## src/rtl/count_disp_pkg.sv

```systemverilog
`default_nettype none
// +--------------------------------------------------------------------+
// | count_disp_pkg : shared constants for the count/wrap hex display    |
// | Rev 1.0                                                             |
// +--------------------------------------------------------------------+
package count_disp_pkg;

  localparam int DIGIT_CNT = 2;

  // Segment patterns are held active-high, {g,f,e,d,c,b,a}
  localparam logic [6:0] SEG_BLANK = 7'h00;

  localparam logic [15:0][6:0] HEX_SEG = {
    7'h71, 7'h79, 7'h5E, 7'h39, 7'h7C, 7'h77, 7'h6F, 7'h7F,
    7'h07, 7'h7D, 7'h6D, 7'h66, 7'h4F, 7'h5B, 7'h06, 7'h3F
  };

  typedef enum logic {
    DIGIT0 = 1'b0,
    DIGIT1 = 1'b1
  } digit_e;

  function automatic logic [6:0] seg_polarity(input logic [6:0] seg_hi, input bit act_low);
    return act_low ? ~seg_hi : seg_hi;
  endfunction

endpackage
`default_nettype wire

```

## src/rtl/hex_to_seg7.sv

```systemverilog
`default_nettype none
// +--------------------------------------------------------------------+
// | hex_to_seg7 : combinational 4-bit hex to seven-segment decoder      |
// | Rev 1.0                                                             |
// +--------------------------------------------------------------------+
module hex_to_seg7
  import count_disp_pkg::*;
#(
  parameter int SEG_ACT_LOW = 1
) (
  input  logic [3:0] hex_i,
  output logic [6:0] seg_o
);

  assign seg_o = seg_polarity(HEX_SEG[hex_i], SEG_ACT_LOW != 0);

endmodule
`default_nettype wire

```

## src/rtl/count_hex_display.sv

```systemverilog
`default_nettype none
// +--------------------------------------------------------------------+
// | count_hex_display : samples an up-counter, counts its wraps and     |
// | multiplexes both values onto a 2-digit seven-segment display.      |
// | Rev 1.0                                                             |
// +--------------------------------------------------------------------+
module count_hex_display
  import count_disp_pkg::*;
#(
  parameter int CNT_W       = 4,
  parameter int REFRESH_DIV = 50000,
  parameter int SEG_ACT_LOW = 1
) (
  input  logic                 clk,
  input  logic                 reset,
  input  logic [CNT_W-1:0]     count,
  output logic [6:0]           seg,
  output logic [DIGIT_CNT-1:0] an,
  output logic                 wrap_pulse
);

  localparam int                   REF_W    = $clog2(REFRESH_DIV);
  localparam logic [REF_W-1:0]     REF_LAST = REF_W'(REFRESH_DIV - 1);
  localparam logic [CNT_W-1:0]     CNT_MAX  = '1;
  localparam bit                   ACT_LOW  = (SEG_ACT_LOW != 0);
  localparam logic [DIGIT_CNT-1:0] AN_OFF   = ACT_LOW ? 2'b11 : 2'b00;
  localparam logic [DIGIT_CNT-1:0] AN_DIG0  = ACT_LOW ? 2'b10 : 2'b01;
  localparam logic [DIGIT_CNT-1:0] AN_DIG1  = ACT_LOW ? 2'b01 : 2'b10;
  localparam logic [6:0]           SEG_OFF  = seg_polarity(SEG_BLANK, ACT_LOW);

  logic [CNT_W-1:0]     cnt_q, cnt_d;
  logic [CNT_W-1:0]     prev_q, prev_d;
  logic [CNT_W-1:0]     wrap_cnt_q, wrap_cnt_d;
  logic [REF_W-1:0]     refresh_q, refresh_d;
  digit_e               digit_sel_q, digit_sel_d;
  logic                 wrap_pulse_q, wrap_pulse_d;
  logic [6:0]           seg_q, seg_d;
  logic [DIGIT_CNT-1:0] an_q, an_d;

  logic                 wrap_det;
  logic [CNT_W-1:0]     mux_val;
  logic [6:0]           dec_seg;

  // Only the low nibble of the selected value is shown on a digit.
  assign mux_val = (digit_sel_q == DIGIT1) ? wrap_cnt_q : cnt_q;

  hex_to_seg7 #(
    .SEG_ACT_LOW(SEG_ACT_LOW)
  ) u_dec (
    .hex_i(4'(mux_val)),
    .seg_o(dec_seg)
  );

  always_comb begin
    cnt_d        = count;
    prev_d       = cnt_q;
    wrap_det     = (prev_q == CNT_MAX) && (cnt_q == '0);
    wrap_pulse_d = wrap_det;
    wrap_cnt_d   = wrap_det ? wrap_cnt_q + CNT_W'(1) : wrap_cnt_q;
    refresh_d    = refresh_q + REF_W'(1);
    digit_sel_d  = digit_sel_q;
    if (refresh_q == REF_LAST) begin
      refresh_d   = '0;
      digit_sel_d = (digit_sel_q == DIGIT0) ? DIGIT1 : DIGIT0;
    end
    // Display uses the current wrap count, so a same-edge wrap shows one edge later.
    seg_d = dec_seg;
    an_d  = (digit_sel_q == DIGIT1) ? AN_DIG1 : AN_DIG0;
  end

  always_ff @(posedge clk) begin
    if (reset) begin
      cnt_q        <= '0;
      prev_q       <= '0;
      wrap_cnt_q   <= '0;
      refresh_q    <= '0;
      digit_sel_q  <= DIGIT0;
      wrap_pulse_q <= 1'b0;
      seg_q        <= SEG_OFF;
      an_q         <= AN_OFF;
    end else begin
      cnt_q        <= cnt_d;
      prev_q       <= prev_d;
      wrap_cnt_q   <= wrap_cnt_d;
      refresh_q    <= refresh_d;
      digit_sel_q  <= digit_sel_d;
      wrap_pulse_q <= wrap_pulse_d;
      seg_q        <= seg_d;
      an_q         <= an_d;
    end
  end

  assign seg        = seg_q;
  assign an         = an_q;
  assign wrap_pulse = wrap_pulse_q;

endmodule
`default_nettype wire

```

## config.mk

```make
export PLATFORM = sky130hd
export DESIGN_NAME = count_hex_display
export DESIGN_NICKNAME = d
export VERILOG_FILES = /design/src/rtl/count_disp_pkg.sv /design/src/rtl/hex_to_seg7.sv /design/src/rtl/count_hex_display.sv
export SDC_FILE = /design/constraint.sdc
export NUM_CORES = 1
export LEC_CHECK = 0
export ABC_AREA = 0
export ABC_CLOCK_PERIOD_IN_PS = 2700
export CAP_MARGIN = 20
export CORE_MARGIN = 1.5
export CORE_UTILIZATION = 30
export CTS_CLUSTER_SIZE = 10
export DETAILED_ROUTE_END_ITERATION = 7
export PLACE_DENSITY_LB_ADDON = 0.12
export SYNTH_ARGS = -nofsm -noshare
export SYNTH_HDL_FRONTEND = slang
export SYNTH_SLANG_ARGS = --single-unit
export TNS_END_PERCENT = 100
```

## constraint.sdc

```tcl
create_clock -name clk -period 2.7 [get_ports clk]
set_input_delay 0.54 -clock clk [delete_from_list [all_inputs] [get_ports clk]]
set_output_delay 0.54 -clock clk [all_outputs]
set_load 0.01 [all_outputs]
```

[Word-level counts from Yosys, hierarchy flattened]
Memory sizes are Yosys's and may differ from the RTL's.
Cells that the tools add are included.
Widths: inputs -> output; s select.
Storage, ports and cells
  flip-flop bits (word level): 39
  output and inout bits: 10
  memories kept: 1
  input bits: 6
  ROM bits: 112
Operators by class
  bitwise logic cells: 1
  magnitude comparators: 1
  add/sub/neg operators: 2
  reduce and logical (&&, ||, !) cells: 3
  equal/unequal tests: 2
  multiplexer cells: 4
Memory list
  (no name shown): depth 16, width 7, rd ports 1, clocked after memory_dff 0, write ports 0, line hex_to_seg7.sv:15  | assign seg_o = seg_polarity(HEX_SEG[hex_i], SEG_ACT_LOW != 0);
Operator list (number)
  $add 16x1->16 const B: 1
  $eq 16x16->1 const B: 1
  $mux 7: 1
  $not 7->7: 1
  $lt 4x5->1 const B: 1
  $add 4x1->4 const B: 1
  $eq 4x4->1 const B: 1
  $logic_not 4->1: 1
  $mux 4: 1
  $mux 2: 1
  $reduce_or 2->1: 1
  $logic_and 1x1->1: 1
  $mux 1: 1

[Depth between registers and ports, before layout]
Gate-level depths: netlist of run 1.
  depth in word-level cells: 4
  mapped depth: 7
  depth with buffers taken out: 6

[Hierarchy]
Synthesis of run 1 repeated with hierarchy kept, for this count alone.
Unflattened totals
  cells, all modules: 178
  area, all modules: 1724.2 um^2
Modules (own cells, without submodules)
  count_hex_display: cells each 147, area an instance 1471.4 um^2, instances 1
  hex_to_seg7: cells each 31, area an instance 252.7 um^2, instances 1

[Worst setup path after synthesis of run 1]
Ideal clock, no wire load.
  path kind: register to register
  from: register digit_sel_q
  to: register seg_q[3] (netlist: seg[3])
  arrival time: 1.879 ns
  setup slack: 0.698 ns
  library setup time: 0.123 ns
  required time: 2.577 ns
  period minus slack after synthesis: 2.002 ns
  cell stages (with the launch flop): 7
  cell sequence: dfxtp_1 buf_2 mux2i_1 inv_1 ha_1 mux4_2 or2_2
Between the ends
  longest elaborated chain between the ends: 4
Ends and longest elaborated chain
  start, declared: line count_hex_display.sv:35  | digit_e digit_sel_q, digit_sel_d;
  start signal, assigned: line count_hex_display.sv:86  | digit_sel_q <= digit_sel_d;
  $mux 4: line count_hex_display.sv:45  | assign mux_val = (digit_sel_q == DIGIT1) ? wrap_cnt_q : cnt_q;
  $mem_v2 16x7
  $mux 7 (implied by the code): line hex_to_seg7.sv:15
  $not 7->7: line count_disp_pkg.sv:24  | return act_low ? ~seg_hi : seg_hi;
  end signal, assigned: line count_hex_display.sv:88  | seg_q <= seg_d;
  end, declared: line count_hex_display.sv:37  | logic [6:0] seg_q, seg_d;
Every way passes these cells. The select of a mux whose other input is x is not followed.
A chain may end at the register's enable or synchronous reset.

[Final worst setup path of run 1]
Same ends and word-level chain as after synthesis.

==> run_results.csv, run 1 <==
group,metric,value,unit
detailed_routing,final_antenna_net_count,0,
detailed_routing,via_per_inst,4.76,
final_layout,final_cell_mix,"dfxtp_1 (39), nor2_1 (26), xnor2_1 (16), clkdlybuf4s50_1 (15), nor3_1 (10)",
timing,final-max-slew-violation-count,0,
detailed_routing,drt_iter0_drc,79,
placement,gp_congestion,0.757,
timing,post-route-min-period,2.28,ns
yosys,synthCells,171,
timing,hold_viol,0,
die,rows,26,
yosys,synth_area,0.00166,mm²
timing,fin_setup_tns,0,ns
worst_setup_path,crit_family,"multiplexers",
cts,cts_resized,0,
cts,root_buffer,"clkbuf_8",
die,dieArea,0.00598,mm²
worst_setup_path,start_kind,"flip-flop",
worst_setup_path,worstSetupEndpointType,"flip-flop",
final_layout,final_common_cell,"dfxtp_1",
yosys,yosys_warnings,0,
worst_setup_path,path_buf_inv,1,
final_layout,fin_area,0.00200,mm²
die,start_util,31.9,%
detailed_routing,firstDrtPassIters,4,
worst_setup_path,crit_fanout,9,
cts,cts_tree,"done",
placement,io_buffers,15,
timing,tightest_slew,0.506,ns
global_routing,grt_pass1_wl,5.53,mm
cts,cts.sinks,39,
final_layout,fin_nets,205,
timing,setup_viol,0,
worst_setup_path,cp_slowest_cell,"dfxtp_1",
die,die_w,77.3,µm
cts,hold_buffers,0,
cts,clkTransAtPathRegs,0.07,ns
power,peakVddDrop,0.281,mV
detailed_routing,drc_errors,0,
yosys,avgSynthCellArea,9.69,µm²
worst_setup_path,critPathKind,"reg2reg",
die,core,0.00520,mm²
timing,clock_skew,0.00726,ns
worst_setup_path,arrival,2.45,ns
global_routing,antenna_found_initial,0,
timing,finalCritPeriodShare,84.4,%
cts,clock_latency,0.29,ns
worst_setup_path,path_cells,"mux2i_1, inv_1, ha_1, mux4_2, or2_2",
status,status,"finished clean",
detailed_routing,wirelength,3.11,mm
worst_setup_path,max_stage_delay,0.55,ns
yosys,synth_seq_area_share,47.1,%
die,die_h,77.3,µm
timing,rsz0062_at_grt,"no",
die,io_pins,16,
cts,cts_setup_buffers,0,
global_routing,grt_start_max_net_pins,15,
global_routing,grt.overflow.total,0,
cts,htreeDepth,2,
final_layout,area_growth,20.9,%
power,p_leak,0.704,nW
final_layout,n_antenna_cell,0,
timing,max_freq,439,MHz
final_layout,drive_gt1_share,9.38,%
placement,place_area,0.00189,mm²
yosys,syn_nets,185,
power,p_per_area,594,mW/mm²
cts,cts_buffers,5,
yosys,synth.distinct_cells,30,
placement,post-dp-hpwl,2.24,mm
global_routing,grt_usage,11.6,%
global_routing,grt_pass1_vias,1167,
timing,slew_headroom,65.3,%
cts,clk_path_buf_depth,2,
flow_run,max_cap_violations,0,
hold_path,hp-class,"reg2reg",
worst_setup_path,required,2.87,ns
detailed_routing,via_count,1246,
detailed_routing,wl_per_cell,11.9,µm
yosys,ys_ff_latch,39,
## final timing paths
kind / from / cells past startpoint / to / slack, ns
setup / recovery: digit_sel_q$_SDFFE_PP0N_ / 5 / seg[3]$_SDFF_PP1_ / 0.42
hold / removal: refresh_q[0]$_SDFF_PP0_ / 1 / refresh_q[0]$_SDFF_PP0_ / 0.48
setup reg to reg: digit_sel_q$_SDFFE_PP0N_ / 5 / seg[3]$_SDFF_PP1_ / 0.42
hold reg to reg: refresh_q[0]$_SDFF_PP0_ / 1 / refresh_q[0]$_SDFF_PP0_ / 0.48
## registers in the layout, indices dropped and copies added (netlist names)
signal,cells
cnt_q,4
prev_q,4
seg,7
digit_sel_q,1
an,2
wrap_cnt_q,4
refresh_q,16
wrap_pulse,1
## synth_stat cells
cell / n / area share, %
a21oi_1: 3 / 0.91
a221o_1: 4 / 2.4
and3_1: 1 / 0.38
buf_2: 1 / 0.30
buf_6: 1 / 0.68
clkbuf_1: 2 / 0.45
dfxtp_1: 39 / 47
ha_1: 8 / 6.0
inv_1: 8 / 1.8
mux2_2: 3 / 2.0
mux2i_1: 3 / 1.8
mux4_2: 1 / 1.4
nand2_1: 6 / 1.4
nand2_4: 1 / 0.68
nand3_1: 7 / 2.1
nand4_1: 4 / 1.5
nor2_1: 26 / 5.9
nor2b_1: 8 / 3.0
nor3_1: 10 / 3.0
nor4_1: 5 / 1.9
o21ai_0: 3 / 0.91
o311ai_0: 1 / 0.53
o31ai_1: 1 / 0.45
or2_2: 2 / 0.75
or4_1: 1 / 0.45
or4_4: 1 / 0.68
or4b_1: 1 / 0.60
or4bb_1: 2 / 1.4
xnor2_1: 16 / 8.5
xor2_1: 2 / 1.1
## per-stage QoR
stage	instances	hold WS, ns	util [%]	power [mW]	setup WS, ns
final	262	0.484	38.5	1.19	0.420
after global routing	262	0.508	38.5	1.25	0.300
after CTS	262	0.490	38.5	1.20	0.439
after detailed placement	254	0.474	36.3	0.710	0.443
after global placement	254	0.446	36.3	0.708	0.558
after floorplan	171	0.430	-	0.669	0.698
## area by class of cell
cell class	instances	area [µm²]
multi-input combinational	120	823
clock inverter	2	35.0
tap	70	87.6
clock buffer	6	82.6
inverter	8	30.0
timing repair buffer	17	165
fill	515	3200
sequential	39	781
## power by group
part / switching, mW / internal (mW) / leakage (nW)
Clock: 0.196 / 0.299 / 0.0612
Sequential: 0.00943 / 0.594 / 0.319
Combinational: 0.0442 / 0.0482 / 0.323
## kinds of logic (layout without fill, tap and decap cells)
| kind of cell | Yosys count | after routing | share of synthesized area [%] |
|---|---|---|---|
| fa+ha+maj | 8 | 8 | 6.04 |
| compound gates | 12 | 12 | 5.21 |
| flops | 39 | 39 | 47.1 |
| buf+inv | 12 | 33 | 3.25 |
| simple gates | 75 | 75 | 23.7 |
| xor+xnor | 18 | 18 | 9.51 |
| mux | 7 | 7 | 5.21 |
## layer usage
layer / wire length [µm] / track usage, %
met3: 155 / 3.88
met2: 1370 / 17.1
met4: 36 / 4.36
met5: 0 / 0
met1: 1540 / 15.5
No activity file was read; power rests on OpenSTA's default activity.
==> run 2: changes to the inputs <==
--- a/config.mk
+++ b/config.mk
@@ -6,7 +6,7 @@
 export NUM_CORES = 1
 export LEC_CHECK = 0
 export ABC_AREA = 0
-export ABC_CLOCK_PERIOD_IN_PS = 2700
+export ABC_CLOCK_PERIOD_IN_PS = 2100
 export CAP_MARGIN = 20
 export CORE_MARGIN = 1.5
 export CORE_UTILIZATION = 30
==> constraint.sdc (replaced) <==
create_clock -name clk -period 2.1 [get_ports clk]
set_input_delay 0.42 -clock clk [delete_from_list [all_inputs] [get_ports clk]]
set_output_delay 0.42 -clock clk [all_outputs]
set_load 0.01 [all_outputs]
==> run 2 against run 1 <==
Against the previous run:
- non-clock buffer count grew 5
- critical path depth grew 1
- clock skew grew 0.0045 ns
- critical path type unchanged
- clock power grew 49%
- via count shrank 1.3%
- register-to-register slack lost 0.29 ns
==> run_results.csv, run 2 (synthesis gave the netlist of run 1 again) <==
group,metric,value,unit
status,status,"finished clean",
cts,htreeDepth,2,
final_layout,final_core_util,39.5,%
global_routing,grt_usage,11.5,%
hold_path,hp-start,"refresh_q[0]$_SDFF_PP0_",
final_layout,fill_cells,532,
detailed_routing,drc_errors,0,
worst_setup_path,rr_worst_depth,6,
cts,cts.sinks,39,
timing,clock_skew,0.0117,ns
cts,cts_resized,0,
detailed_routing,wl_met1,1.61,mm
final_layout,instances_no_fill,267,
worst_setup_path,r2r_start,"digit_sel_q$_SDFFE_PP0N_",
power,peakVddDrop,0.309,mV
placement,post-dp-hpwl,2.29,mm
final_layout,largest_register_ffs,16,
detailed_routing,final_antenna_net_count,0,
worst_setup_path,crit_fanout,5,
timing,finalCritPeriodShare,93.9,%
timing,slew_headroom,77.3,%
cts,root_buffer,"clkbuf_8",
die,rows,26,
final_layout,fin_nets,210,
placement,io_buffers,15,
worst_setup_path,critPathKind,"reg2reg",
final_layout,final_cell_mix,"dfxtp_1 (38), nor2_1 (26), xnor2_1 (16), clkdlybuf4s50_1 (15), nor3_1 (10)",
die,die_h,77.3,µm
cts,cts_buffers,5,
power,p_leak,0.732,nW
cts,clk_path_buf_depth,2,
placement,dpl.cell_count,259,
detailed_routing,drt_iter0_drc,56,
global_routing,grt.overflow.total,0,
die,core,0.00520,mm²
die,start_util,31.9,%
detailed_routing,via_per_inst,4.61,
worst_setup_path,required,2.28,ns
worst_setup_path,arrival,2.15,ns
global_routing,grt_pass1_vias,1218,
power,total_power,1.64,mW
final_layout,final_common_cell,"dfxtp_1",
cts,cts_tree,"done",
global_routing,grt_start_max_net_pins,15,
timing,fin_setup_tns,0,ns
hold_path,hp-class,"reg2reg",
detailed_routing,dr_wl_met2,1.36,mm
worst_setup_path,path_cells,"mux2_2, inv_1, ha_1, inv_1, mux4_2, or2_2",
final_layout,n_antenna_cell,0,
hold_path,hold_end,"refresh_q[0]$_SDFF_PP0_",
detailed_routing,via_count,1230,
flow_run,max_cap_violations,0,
timing,rsz0062_at_grt,"no",
global_routing,grt_pass1_wl,5.47,mm
cts,clock_latency,0.29,ns
timing,tightest_slew,0.338,ns
final_layout,area_growth,24.2,%
worst_setup_path,crit_top_cell,"inv_1",
timing,final-max-slew-violation-count,0,
worst_setup_path,critPathLaunch,"digit_sel_q$_SDFFE_PP0N_",
placement,gp_congestion,0.792,
cts,hold_buffers,0,
worst_setup_path,start_kind,"flip-flop",
final_layout,drive_gt1_share,11.7,%
power,p_per_area,796,mW/mm²
worst_setup_path,cp_slowest_cell,"mux4_2",
die,die_w,77.3,µm
cts,clkTransAtPathRegs,0.08,ns
detailed_routing,wl_per_cell,11.7,µm
final_layout,largest_register,"refresh_q",
timing,post-route-min-period,1.97,ns
timing,setup_viol,0,
die,dieArea,0.00598,mm²
die,io_pins,16,
hold_path,hold_path_depth,1,
worst_setup_path,crit_family,"multiplexers",
timing,max_freq,507,MHz
detailed_routing,wirelength,3.13,mm
timing,hold_viol,0,
worst_setup_path,reg2reg_to,"seg[3]$_SDFF_PP1_",
detailed_routing,firstDrtPassIters,4,
worst_setup_path,rrSetupSlack,0.13,ns
detailed_routing,highest_layer,"met4",
global_routing,antenna_found_initial,0,
worst_setup_path,max_stage_delay,0.43,ns
worst_setup_path,worstSetupEndpointType,"flip-flop",
worst_setup_path,path_buf_inv,2,
cts,cts_setup_buffers,0,
detailed_routing,dr_wl_met3,100,µm
==> run 2: worst max path at each step <==
stage                                   end  slack (ns)  depth (start not counted)
final                     seg[3]$_SDFF_PP1_        0.13                          6
after global routing      seg[3]$_SDFF_PP1_        0.07                          6
after CTS                 seg[3]$_SDFF_PP1_        0.07                          6
after detailed placement  seg[3]$_SDFF_PP1_        0.07                          6
after global placement    seg[3]$_SDFF_PP1_        0.14                          6
after floorplan           seg[3]$_SDFF_PP1_         0.1                          6
==> run 2: power breakdown <==
part | internal (mW) | switching, mW | leakage, nW
clock | 0.475 | 0.265 | 0.0654
combinational | 0.0655 | 0.0564 | 0.346
sequential | 0.764 | 0.0118 | 0.320
==> run 2: per-stage QoR <==
| step | setup slack (ns) | hold WS [ns] | instance area [µm²] |
|---|---|---|---|
| 5_1_grt | 0.0699 | 0.501 | 2060 |
| 3_5_place_dp | 0.0712 | 0.455 | 1920 |
| 6_report | 0.128 | 0.477 | 2060 |
| 3_3_place_gp | 0.137 | 0.447 | 1920 |
| 2_1_floorplan | 0.0978 | 0.430 | 1660 |
| 4_1_cts | 0.0657 | 0.473 | 2060 |
==> run 2: cell type report <==
cell class	count	area, µm²	area share, %
clock inverter	2	60.1	2.92
multi-input combinational	120	823	40.0
timing repair buffer	22	203	9.85
inverter	8	30.0	1.46
tap	70	87.6	4.26
sequential	39	782	38.0
clock buffer	6	72.6	3.53
==> run 2: layer usage <==
| layer | vias to the layer above | GRT usage (%) |
|---|---|---|
| met4 | 0 | 5.45 |
| met2 | 18 | 18.0 |
| li1 | 639 | - |
| met3 | 6 | 3.18 |
| met5 | - | 0 |
| met1 | 567 | 14.6 |
==> run 2: worst register-to-register path: stages, from the launching register on <==
cell,delay [ns]
dfxtp_2,0.39
mux2_2,0.40
inv_1,0.15
ha_1,0.18
inv_1,0.05
mux4_2,0.43
or2_2,0.28
